`src/rtl/serv_bus_arbiter_pkg.sv`:
```
// ----------------------------------------------------------------------------
// serv_arb_pkg
// Shared definitions for the SERV instruction/data bus arbiter:
//   - arb_state_t : one-hot FSM state encoding (IDLE, GNT_I, GNT_D, ERR)
//   - M_IBUS/M_DBUS : master identifiers used for round-robin bookkeeping
//   - cnt_width() : watchdog counter width derived from the timeout value
// ----------------------------------------------------------------------------
package serv_arb_pkg;

  typedef enum logic [3:0] {
    ST_IDLE  = 4'b0001,
    ST_GNT_I = 4'b0010,
    ST_GNT_D = 4'b0100,
    ST_ERR   = 4'b1000
  } arb_state_t;

  localparam logic M_IBUS = 1'b0;
  localparam logic M_DBUS = 1'b1;

  // Width able to hold 0..TIMEOUT; a zero timeout still needs a 1-bit counter
  // so the declaration stays legal even though the watchdog is disabled.
  function automatic int unsigned cnt_width(input int unsigned timeout);
    if (timeout == 0) begin
      return 1;
    end
    return $clog2(timeout + 1);
  endfunction

endpackage

```
`src/rtl/serv_bus_arbiter_if.sv`:
```
// ----------------------------------------------------------------------------
// serv_bus_arbiter_if
// Bundles every bus signal around the arbiter:
//   ibus  : i_ibus_adr, i_ibus_cyc            -> o_ibus_rdt, o_ibus_ack
//   dbus  : i_dbus_adr/dat/sel/we/cyc         -> o_dbus_rdt, o_dbus_ack
//   wb    : o_wb_adr/dat/sel/we/cyc           <- i_wb_rdt, i_wb_ack
//   error : o_err (pulse), o_err_adr (sticky)
// Signal names keep the i_/o_ prefixes as seen from the arbiter.
// Modports:
//   slave  : the arbiter's view (serves the core buses, drives the wb port)
//   master : the environment's view (core masters plus the memory slave)
// ----------------------------------------------------------------------------
interface serv_bus_arbiter_if;

  logic [31:0] i_ibus_adr;
  logic        i_ibus_cyc;
  logic [31:0] o_ibus_rdt;
  logic        o_ibus_ack;

  logic [31:0] i_dbus_adr;
  logic [31:0] i_dbus_dat;
  logic [3:0]  i_dbus_sel;
  logic        i_dbus_we;
  logic        i_dbus_cyc;
  logic [31:0] o_dbus_rdt;
  logic        o_dbus_ack;

  logic [31:0] o_wb_adr;
  logic [31:0] o_wb_dat;
  logic [3:0]  o_wb_sel;
  logic        o_wb_we;
  logic        o_wb_cyc;
  logic [31:0] i_wb_rdt;
  logic        i_wb_ack;

  logic        o_err;
  logic [31:0] o_err_adr;

  modport slave (
    input  i_ibus_adr, i_ibus_cyc,
    output o_ibus_rdt, o_ibus_ack,
    input  i_dbus_adr, i_dbus_dat, i_dbus_sel, i_dbus_we, i_dbus_cyc,
    output o_dbus_rdt, o_dbus_ack,
    output o_wb_adr, o_wb_dat, o_wb_sel, o_wb_we, o_wb_cyc,
    input  i_wb_rdt, i_wb_ack,
    output o_err, o_err_adr
  );

  modport master (
    output i_ibus_adr, i_ibus_cyc,
    input  o_ibus_rdt, o_ibus_ack,
    output i_dbus_adr, i_dbus_dat, i_dbus_sel, i_dbus_we, i_dbus_cyc,
    input  o_dbus_rdt, o_dbus_ack,
    input  o_wb_adr, o_wb_dat, o_wb_sel, o_wb_we, o_wb_cyc,
    output i_wb_rdt, i_wb_ack,
    input  o_err, o_err_adr
  );

endinterface

```
`src/rtl/serv_bus_arbiter_timer.sv`:
```
// ----------------------------------------------------------------------------
// serv_arb_timer
// Watchdog counter for the bus arbiter. Counts granted cycles that have not
// yet been acknowledged and flags the last permitted cycle.
// Ports:
//   clk    : clock, rising edge
//   rst_n  : asynchronous active-low reset
//   clr    : synchronous clear (held while no grant is active)
//   run    : count this cycle (granted, master still requesting, no ack)
//   expire : this is the TIMEOUT-th unacknowledged cycle; never set when
//            TIMEOUT is 0
// ----------------------------------------------------------------------------
module serv_arb_timer
  import serv_arb_pkg::*;
#(
  parameter int unsigned TIMEOUT = 255
) (
  input  logic clk,
  input  logic rst_n,
  input  logic clr,
  input  logic run,
  output logic expire
);

  localparam int unsigned CNT_W = cnt_width(TIMEOUT);
  localparam logic [CNT_W-1:0] LAST = (TIMEOUT == 0) ? '0 : CNT_W'(TIMEOUT - 1);

  logic [CNT_W-1:0] count;

  always_ff @(posedge clk or negedge rst_n) begin
    if (!rst_n) begin
      count <= '0;
    end else if (clr) begin
      count <= '0;
    end else if (run) begin
      count <= count + 1'b1;
    end
  end

  // The FSM leaves the grant when this fires, so count never passes LAST.
  assign expire = (TIMEOUT != 0) && run && (count == LAST);

endmodule

```
`src/rtl/serv_bus_arbiter.sv`:
```
// ----------------------------------------------------------------------------
// serv_bus_arbiter
// Shares one Wishbone slave port between SERV's read-only instruction bus and
// its data bus. Grants are registered; when both masters request in the same
// IDLE cycle the one that did not win last time is granted. Every grant is
// followed by at least one IDLE cycle. A watchdog ends any grant that sees no
// slave ack within TIMEOUT cycles with a one-cycle ERR state that acks the
// stalled master with zero data and records its address.
// Ports:
//   i_clk   : clock, rising edge
//   i_rst_n : asynchronous active-low reset
//   bus     : serv_bus_arbiter_if.slave (ibus, dbus, wb port, error report)
// Parameters:
//   TIMEOUT : cycles to wait for a slave ack while granted; 0 disables
// ----------------------------------------------------------------------------
module serv_bus_arbiter
  import serv_arb_pkg::*;
#(
  parameter int unsigned TIMEOUT = 255
) (
  input  logic                  i_clk,
  input  logic                  i_rst_n,
  serv_bus_arbiter_if.slave     bus
);

  arb_state_t  state;
  arb_state_t  state_nxt;
  logic        last_grant;
  logic [31:0] err_adr;

  logic        gnt_i;
  logic        gnt_d;
  logic        in_err;
  logic        granted;
  logic        gnt_cyc;
  logic        wd_run;
  logic        wd_expire;

  logic        wb_cyc;
  logic [31:0] wb_adr;
  logic        ibus_ack;
  logic        dbus_ack;
  logic        err;

  assign gnt_i   = (state == ST_GNT_I);
  assign gnt_d   = (state == ST_GNT_D);
  assign in_err  = (state == ST_ERR);
  assign granted = gnt_i | gnt_d;

  // Request line of whichever master currently owns the slave port.
  assign gnt_cyc = gnt_d ? bus.i_dbus_cyc : bus.i_ibus_cyc;

  // The watchdog only counts while the owner is still waiting on the slave;
  // an ack or an abort in the same cycle takes precedence over expiry.
  assign wd_run = granted & gnt_cyc & ~bus.i_wb_ack;

  serv_arb_timer #(
    .TIMEOUT (TIMEOUT)
  ) u_timer (
    .clk    (i_clk),
    .rst_n  (i_rst_n),
    .clr    (~granted),
    .run    (wd_run),
    .expire (wd_expire)
  );

  assign wb_adr = gnt_d ? bus.i_dbus_adr : bus.i_ibus_adr;

  // State register, round-robin history and error address capture.
  always_ff @(posedge i_clk or negedge i_rst_n) begin
    if (!i_rst_n) begin
      state      <= ST_IDLE;
      last_grant <= M_IBUS;
      err_adr    <= '0;
    end else begin
      state <= state_nxt;
      if (state == ST_IDLE && state_nxt == ST_GNT_I) begin
        last_grant <= M_IBUS;
      end
      if (state == ST_IDLE && state_nxt == ST_GNT_D) begin
        last_grant <= M_DBUS;
      end
      // Captured on entry so the address is already valid during ERR.
      if (state_nxt == ST_ERR) begin
        err_adr <= wb_adr;
      end
    end
  end

  // Next state and control outputs.
  always_comb begin
    state_nxt = state;
    wb_cyc    = 1'b0;
    ibus_ack  = 1'b0;
    dbus_ack  = 1'b0;
    err       = 1'b0;

    case (state)
      ST_IDLE: begin
        if (bus.i_ibus_cyc && bus.i_dbus_cyc) begin
          state_nxt = (last_grant == M_IBUS) ? ST_GNT_D : ST_GNT_I;
        end else if (bus.i_dbus_cyc) begin
          state_nxt = ST_GNT_D;
        end else if (bus.i_ibus_cyc) begin
          state_nxt = ST_GNT_I;
        end
      end

      ST_GNT_I, ST_GNT_D: begin
        wb_cyc   = 1'b1;
        // Ack is only forwarded while the owner still requests, so an ack
        // that coincides with an abort is dropped.
        ibus_ack = gnt_i & bus.i_wb_ack & bus.i_ibus_cyc;
        dbus_ack = gnt_d & bus.i_wb_ack & bus.i_dbus_cyc;
        if (!gnt_cyc || bus.i_wb_ack) begin
          state_nxt = ST_IDLE;
        end else if (wd_expire) begin
          state_nxt = ST_ERR;
        end
      end

      ST_ERR: begin
        // last_grant still names the master whose access timed out.
        ibus_ack  = (last_grant == M_IBUS);
        dbus_ack  = (last_grant == M_DBUS);
        err       = 1'b1;
        state_nxt = ST_IDLE;
      end

      default: begin
        state_nxt = ST_IDLE;
      end
    endcase
  end

  // Slave port: dat/sel come straight from dbus and are only meaningful
  // while o_wb_cyc is high.
  assign bus.o_wb_cyc  = wb_cyc;
  assign bus.o_wb_adr  = wb_adr;
  assign bus.o_wb_dat  = bus.i_dbus_dat;
  assign bus.o_wb_sel  = bus.i_dbus_sel;
  assign bus.o_wb_we   = gnt_d & bus.i_dbus_we;

  assign bus.o_ibus_ack = ibus_ack;
  assign bus.o_dbus_ack = dbus_ack;
  assign bus.o_ibus_rdt = in_err ? 32'h0 : bus.i_wb_rdt;
  assign bus.o_dbus_rdt = in_err ? 32'h0 : bus.i_wb_rdt;

  assign bus.o_err     = err;
  assign bus.o_err_adr = err_adr;

endmodule

```
`src/flat_wrapper.sv`:
```
// flat-port wrapper written by rule: the top's interface ports become plain ports
module serv_bus_arbiter_flat import serv_arb_pkg::*;
#(
  parameter int unsigned TIMEOUT = 255
)
  (i_clk, i_rst_n, bus_i_ibus_adr, bus_i_ibus_cyc, bus_o_ibus_rdt, bus_o_ibus_ack, bus_i_dbus_adr, bus_i_dbus_dat, bus_i_dbus_sel, bus_i_dbus_we, bus_i_dbus_cyc, bus_o_dbus_rdt, bus_o_dbus_ack, bus_o_wb_adr, bus_o_wb_dat, bus_o_wb_sel, bus_o_wb_we, bus_o_wb_cyc, bus_i_wb_rdt, bus_i_wb_ack, bus_o_err, bus_o_err_adr);
  serv_bus_arbiter_if bus_i ();
  input  logic i_clk;
  input  logic i_rst_n;
  input wire logic [$bits(bus_i.i_ibus_adr)-1:0] bus_i_ibus_adr;
  input wire logic [$bits(bus_i.i_ibus_cyc)-1:0] bus_i_ibus_cyc;
  output wire logic [$bits(bus_i.o_ibus_rdt)-1:0] bus_o_ibus_rdt;
  output wire logic [$bits(bus_i.o_ibus_ack)-1:0] bus_o_ibus_ack;
  input wire logic [$bits(bus_i.i_dbus_adr)-1:0] bus_i_dbus_adr;
  input wire logic [$bits(bus_i.i_dbus_dat)-1:0] bus_i_dbus_dat;
  input wire logic [$bits(bus_i.i_dbus_sel)-1:0] bus_i_dbus_sel;
  input wire logic [$bits(bus_i.i_dbus_we)-1:0] bus_i_dbus_we;
  input wire logic [$bits(bus_i.i_dbus_cyc)-1:0] bus_i_dbus_cyc;
  output wire logic [$bits(bus_i.o_dbus_rdt)-1:0] bus_o_dbus_rdt;
  output wire logic [$bits(bus_i.o_dbus_ack)-1:0] bus_o_dbus_ack;
  output wire logic [$bits(bus_i.o_wb_adr)-1:0] bus_o_wb_adr;
  output wire logic [$bits(bus_i.o_wb_dat)-1:0] bus_o_wb_dat;
  output wire logic [$bits(bus_i.o_wb_sel)-1:0] bus_o_wb_sel;
  output wire logic [$bits(bus_i.o_wb_we)-1:0] bus_o_wb_we;
  output wire logic [$bits(bus_i.o_wb_cyc)-1:0] bus_o_wb_cyc;
  input wire logic [$bits(bus_i.i_wb_rdt)-1:0] bus_i_wb_rdt;
  input wire logic [$bits(bus_i.i_wb_ack)-1:0] bus_i_wb_ack;
  output wire logic [$bits(bus_i.o_err)-1:0] bus_o_err;
  output wire logic [$bits(bus_i.o_err_adr)-1:0] bus_o_err_adr;
  assign bus_i.i_ibus_adr = bus_i_ibus_adr;
  assign bus_i.i_ibus_cyc = bus_i_ibus_cyc;
  assign bus_o_ibus_rdt = bus_i.o_ibus_rdt;
  assign bus_o_ibus_ack = bus_i.o_ibus_ack;
  assign bus_i.i_dbus_adr = bus_i_dbus_adr;
  assign bus_i.i_dbus_dat = bus_i_dbus_dat;
  assign bus_i.i_dbus_sel = bus_i_dbus_sel;
  assign bus_i.i_dbus_we = bus_i_dbus_we;
  assign bus_i.i_dbus_cyc = bus_i_dbus_cyc;
  assign bus_o_dbus_rdt = bus_i.o_dbus_rdt;
  assign bus_o_dbus_ack = bus_i.o_dbus_ack;
  assign bus_o_wb_adr = bus_i.o_wb_adr;
  assign bus_o_wb_dat = bus_i.o_wb_dat;
  assign bus_o_wb_sel = bus_i.o_wb_sel;
  assign bus_o_wb_we = bus_i.o_wb_we;
  assign bus_o_wb_cyc = bus_i.o_wb_cyc;
  assign bus_i.i_wb_rdt = bus_i_wb_rdt;
  assign bus_i.i_wb_ack = bus_i_wb_ack;
  assign bus_o_err = bus_i.o_err;
  assign bus_o_err_adr = bus_i.o_err_adr;
  serv_bus_arbiter #(.TIMEOUT(TIMEOUT)) u_core (.i_clk(i_clk), .i_rst_n(i_rst_n), .bus(bus_i));
endmodule
```
`config.mk`:
```
export PLATFORM = sky130hd
export DESIGN_NAME = serv_bus_arbiter_flat
export DESIGN_NICKNAME = d
export VERILOG_FILES = /design/src/rtl/serv_bus_arbiter_pkg.sv /design/src/rtl/serv_bus_arbiter_if.sv /design/src/rtl/serv_bus_arbiter_timer.sv /design/src/rtl/serv_bus_arbiter.sv /design/src/flat_wrapper.sv
export SDC_FILE = /design/constraint.sdc
export NUM_CORES = 1
export LEC_CHECK = 0
export ABC_CLOCK_PERIOD_IN_PS = 3530
export CAP_MARGIN = 20
export CORE_AREA = 2 2 118 120
export CTS_CLUSTER_SIZE = 8
export DETAILED_ROUTE_END_ITERATION = 8
export DIE_AREA = 0 0 120 122
export PLACE_DENSITY = 0.63
export SLEW_MARGIN = 20
export SYNTH_ARGS = -nofsm -noshare
export SYNTH_HDL_FRONTEND = slang
export SYNTH_SLANG_ARGS = --single-unit
```
`constraint.sdc`:
```
create_clock -name i_clk -period 3.53 [get_ports i_clk]
set_input_delay 1.059 -clock i_clk [delete_from_list [all_inputs] [get_ports i_clk]]
set_output_delay 1.059 -clock i_clk [all_outputs]
set_load 0.1 [all_outputs]
```
; Yosys cells after proc, flatten, opt, wreduce, memory -nomap -nowiden
; Cells that the tools add are included.
[totals]
latchBits = 0
input_bits = 138
mem_bits_rw = 0
mem_count = 0
rom_bits = 0
register_bits = 45
[classes]
n_reduce_logical = 8
n_addsub = 1
n_mul = 0
n_eq_ne = 9
n_lt_le_gt_ge = 0
mux = 18
shift = 0
bitwise = 10
div_mod_pow = 0
[op_table]
columns = op, count
row1 = $mux W32, 2
row2 = $mux W4, 5
row3 = $mux W8, 2
row4 = $add A8 B1 Y8 const B, 1
row5 = $eq A4 B2 Y1 const B, 2
row6 = $eq A4 B3 Y1 const B, 2
row7 = $eq A4 B4 Y1 const B, 2
row8 = $eq A8 B8 Y1 const B, 1
row9 = $pmux W4 S2, 1
row10 = $and A1 B1 Y1, 7
row11 = $mux W1, 5
row12 = $eq A4 B1 Y1 const B, 1
row13 = $logic_and A1 B1 Y1, 4
row14 = $pmux W1 S2, 2
row15 = $mux W3, 1
row16 = $ne A2 B2 Y1 const B, 1
row17 = $not A1 Y1, 2
row18 = $reduce_bool A2 Y1, 1
row19 = $reduce_or A2 Y1, 1
row20 = $logic_not A1 Y1, 1
row21 = $logic_or A1 B1 Y1, 1
row22 = $or A1 B1 Y1, 1

; Depth between registers and ports, before layout
[logic_depth]
depth_word = 12
mapped_depth = 7
mapped_depth_nobuf = 5

; Modules after synthesis
; A second synthesis with hierarchy kept.
[hier_totals]
cells_unflattened = 290
area_unflattened_um2 = 3129.3
[modules_own_cells]
columns = module, area_per_inst_um2, n_inst, cells_per_inst
row1 = serv_bus_arbiter, 2717.6, 1, 249
row2 = serv_arb_timer, 411.6, 1, 41

; Worst setup path before layout
; Ideal clock, no wire load.
[synth_path]
path_type = register -> output
from = reg u_core.state[1]
to = out bus_o_ibus_ack
arrival_ps = 3743
stages_incl_launch_ff = 5
setup_slack_ps = -1272
path_buffers = 1
cell_sequence = dfrtp_1 -> nor4b_1 -> buf_4 -> inv_1 -> o21ai_0
[synth_between]
elab_chain_cells = 4
word_cells_on_any_way = 7
cone_classes = eq/ne (3) / mux (1) / bitwise (2) / reduce/logical (1)
[synth_lines]
columns = element, line
row1 = "start, declared", serv_bus_arbiter.sv:26  ; arb_state_t state;
row2 = "start signal, assigned", serv_bus_arbiter.sv:76  ; state <= state_nxt;
row3 = $eq A4 B2 Y1, "serv_bus_arbiter.sv:45, serv_bus_arbiter.sv:98"
row4 = $and A1 B1 Y1 (2 in series), serv_bus_arbiter.sv:113  ; ibus_ack = gnt_i & bus.i_wb_ack & bus.i_ibus_cyc;
row5 = $pmux W1 S2 (*), serv_bus_arbiter.sv:98  ; case (state)
row6 = "end, declared", flat_wrapper.sv:13  ; output wire logic [$bits(bus_i.o_ibus_ack)-1:0] bus_o_ibus_ack;
; Every way passes the cells marked *; elsewhere a longest branch is shown, timed or not.

; Worst setup path in the final report
[layout_path]
from = in bus_i_dbus_cyc
to = out bus_o_dbus_ack
[layout_between]
elab_chain_cells = 2
[layout_lines]
columns = element, line
row1 = "start, declared", flat_wrapper.sv:18  ; input wire logic [$bits(bus_i.i_dbus_cyc)-1:0] bus_i_dbus_cyc;
row2 = $and A1 B1 Y1, serv_bus_arbiter.sv:114  ; dbus_ack = gnt_d & bus.i_wb_ack & bus.i_dbus_cyc;
row3 = $pmux W1 S2, serv_bus_arbiter.sv:98
row4 = "end, declared", flat_wrapper.sv:20  ; output wire logic [$bits(bus_i.o_dbus_ack)-1:0] bus_o_dbus_ack;
; No other way between the ends.

==> impl_metrics.json <==
{
  "setup_ws_ns": 0.333,
  "ir_worst_vdd_mv": 0.268,
  "drv_slew": 0,
  "power_density_mw_per_mm2": 420,
  "wl_per_cell_um": 18.3,
  "grt_usage": 0.149,
  "htree_levels": 2,
  "io_buffers": 234,
  "grt_remaining_overflow": 0,
  "die_w_um": 120,
  "path_cells": "clkdlybuf4s50_1, a32o_1, buf_12",
  "critical-path-top-delay-family": "buffers and inverters",
  "diodes": 0,
  "initialDrtViolationCount": 124,
  "fmax_mhz": 313,
  "syn-num-nets": 427,
  "min_period_ns": 3.20,
  "setup_violations": 0,
  "fillers": 1201,
  "hold_class": "flip-flop to flip-flop",
  "pre_cts_slack_ns": 0.324,
  "layout_common_cells": "buf_12, clkdlybuf4s50_1, mux2_2",
  "post_cts_buffers": 0,
  "drive_gt1_frac": 0.519,
  "async_flop_share": 1.00,
  "max_slew_margin": 0.425,
  "hold_violations": 0,
  "grt_pass1_wl_mm": 16.6,
  "path_class": "input port to primary output",
  "hold_buffers": 0,
  "critical_path_arrival_ns": 2.14,
  "ios": 307,
  "path_max_fanout": 7,
  "cpMaxStageDelayCell": "clkdlybuf4s50_1",
  "cts-root-buf": "clkbuf_16",
  "initial_core_util": 0.229,
  "status": "complete, no violations",
  "antenna_found_initial": 0,
  "finalCritPeriodShare": 0.906,
  "synthFlopType": "dfrtp_1",
  "std_cell_rows": 43,
  "synth_cell_types": 36,
  "ys_seq_area_frac": 0.364,
  "syn_avg_cell_area_um2": 10.8,
  "rsz0062_at_grt": "no",
  "cp_num_buf_inv": 2,
  "route.detailed.drc": 0,
  "die_y_um": 122,
  "end_kind": "primary output",
  "fp.coreArea_mm2": 0.0135,
  "crit_cells": 3,
  "ant_nets": 0,
  "total_power_uw": 2630,
  "clock_path_buffers": 2,
  "synth_top_area_cell": "dfrtp_1",
  "via_per_inst": 4.39,
  "cts_tree": "built",
  "cts_resized": 0,
  "r2r_cells": 6,
  "worstMarginPinSlew_ns": 0.850,
  "synth_top_area_frac": 0.356,
  "max_stage_delay_ns": 0.59,
  "leakage_uw": 0.00274,
  "syn_to_final_growth_pct": 102,
  "syn_inst": 287,
  "die_area_mm2": 0.0146,
  "grt_pass1_vias": 2922,
  "gp_congestion": 0.764,
  "final_common_cell": "buf_12",
  "routed-via-count": 2773,
  "synth_edf_count": 0,
  "synth_area_leaders": "dfrtp_1, mux2_2, buf_4, nor2b_1, and2b_1",
  "clk_latency_ns": 0.28,
  "cts_inserted_buffers": 5,
  "skew_ns": 0.00249,
  "yosys_warnings": 0,
  "drt_first_pass_iters": 4,
  "routed_wl_mm": 11.5,
  "cts_num_sinks": 45,
  "grt_max_degree": 46,
  "syn-cell-area_mm2": 0.00310,
  "nNetsFinal": 590,
  "dp_hpwl_mm": 9.56,
  "clk_pin_slew_worst_paths_ns": 0.06,
  "ys_seq_elements": 45,
  "hold_path_depth": 1,
  "required_ns": 2.47,
  "cap_violations": 0,
  "start_kind": "input port"
}
## area by class of cell
type,instances,area (um2),area share
repair buffers,237,3320,0.531
multi-input cells,157,1430,0.229
flip-flops and latches,45,1130,0.180
well taps,180,225,0.0360
clock buffers,8,136,0.0218
inverters,4,15.0,0.00240
## state kept, by name, summed over array words and instances, names as in the netlist
name,cells
u_core.state,4
u_core.last_grant,1
u_core.u_timer.count,8
u_core.bus.o_err_adr,32
## cells in the mapped netlist, drive strengths merged, types with 2 or more instances
master / count
dfrtp: 44
buf: 78
nor4b: 4
ha: 2
or3: 2
nor2: 6
inv: 4
clkbuf: 3
or4: 3
and4: 2
a32o: 3
o21ai: 4
nand3: 3
mux2: 65
nor2b: 25
and2b: 10
a21oi: 7
o31ai: 3
nand2: 3
mux2i: 3
## layer usage
layer,vias to the layer above,track usage,part of all wire
met4,0,0.0287,0.0069
met5,-,0,0
met3,7,0.0754,0.14
met1,1314,0.145,0.32
met2,208,0.282,0.54
li1,1244,-,-
## worst reg2reg max path: cells and delay by family (launching register included)
kind                   cells  cell delay, ns
muxes                      1            0.38
buffers and inverters      2            0.49
and+or+nand+nor            1            0.33
AOI/OAI and AO/OA          2            0.51
DFF                        1            0.47
## power by group
group	internal (uW)	switching, uW
combinational	591	995
clock	264	193
sequential	543	41.7
## final timing paths
path / from / slack, ns / to
min in group asynchronous: i_rst_n / 0.78 / u_core.bus.o_err_adr[3]
max in group asynchronous: i_rst_n / 2.34 / u_core.bus.o_err_adr[29]
hold / removal: u_core.bus.o_err_adr[25] / 0.51 / u_core.bus.o_err_adr[25]
hold reg to reg: u_core.bus.o_err_adr[25] / 0.51 / u_core.bus.o_err_adr[25]
setup / recovery: bus_i_dbus_cyc / 0.33 / bus_o_dbus_ack
setup reg to reg: u_core.state[1] / 1.24 / u_core.bus.o_err_adr[6]
## kinds of logic (layout without fill, tap and decap cells)
group / Yosys count / in the layout / share of synthesized area
XOR/XNOR: 1 / 1 / 0.00283
AO/OA/AOI/OAI: 22 / 22 / 0.0473
multiplexers: 68 / 68 / 0.246
adder cells (fa/ha/maj): 2 / 2 / 0.00808
buffers and inverters: 85 / 249 / 0.195
flip-flops: 45 / 45 / 0.364
AND/OR/NAND/NOR: 64 / 64 / 0.137
## stage by stage
step           cell area (um2)  cells  setup TNS [ns]  hold slack, ns  utilization
6_report                  6250    631               0           0.507        0.463
2_1_floorplan             3150    287          -0.740           0.514            -
3_3_place_gp              6110    623               0           0.492        0.453
3_5_place_dp              6110    623               0           0.499        0.453
5_1_grt                   6250    631               0           0.525        0.463
4_1_cts                   6250    631               0           0.513        0.463
(Power assumes the default switching activity.)
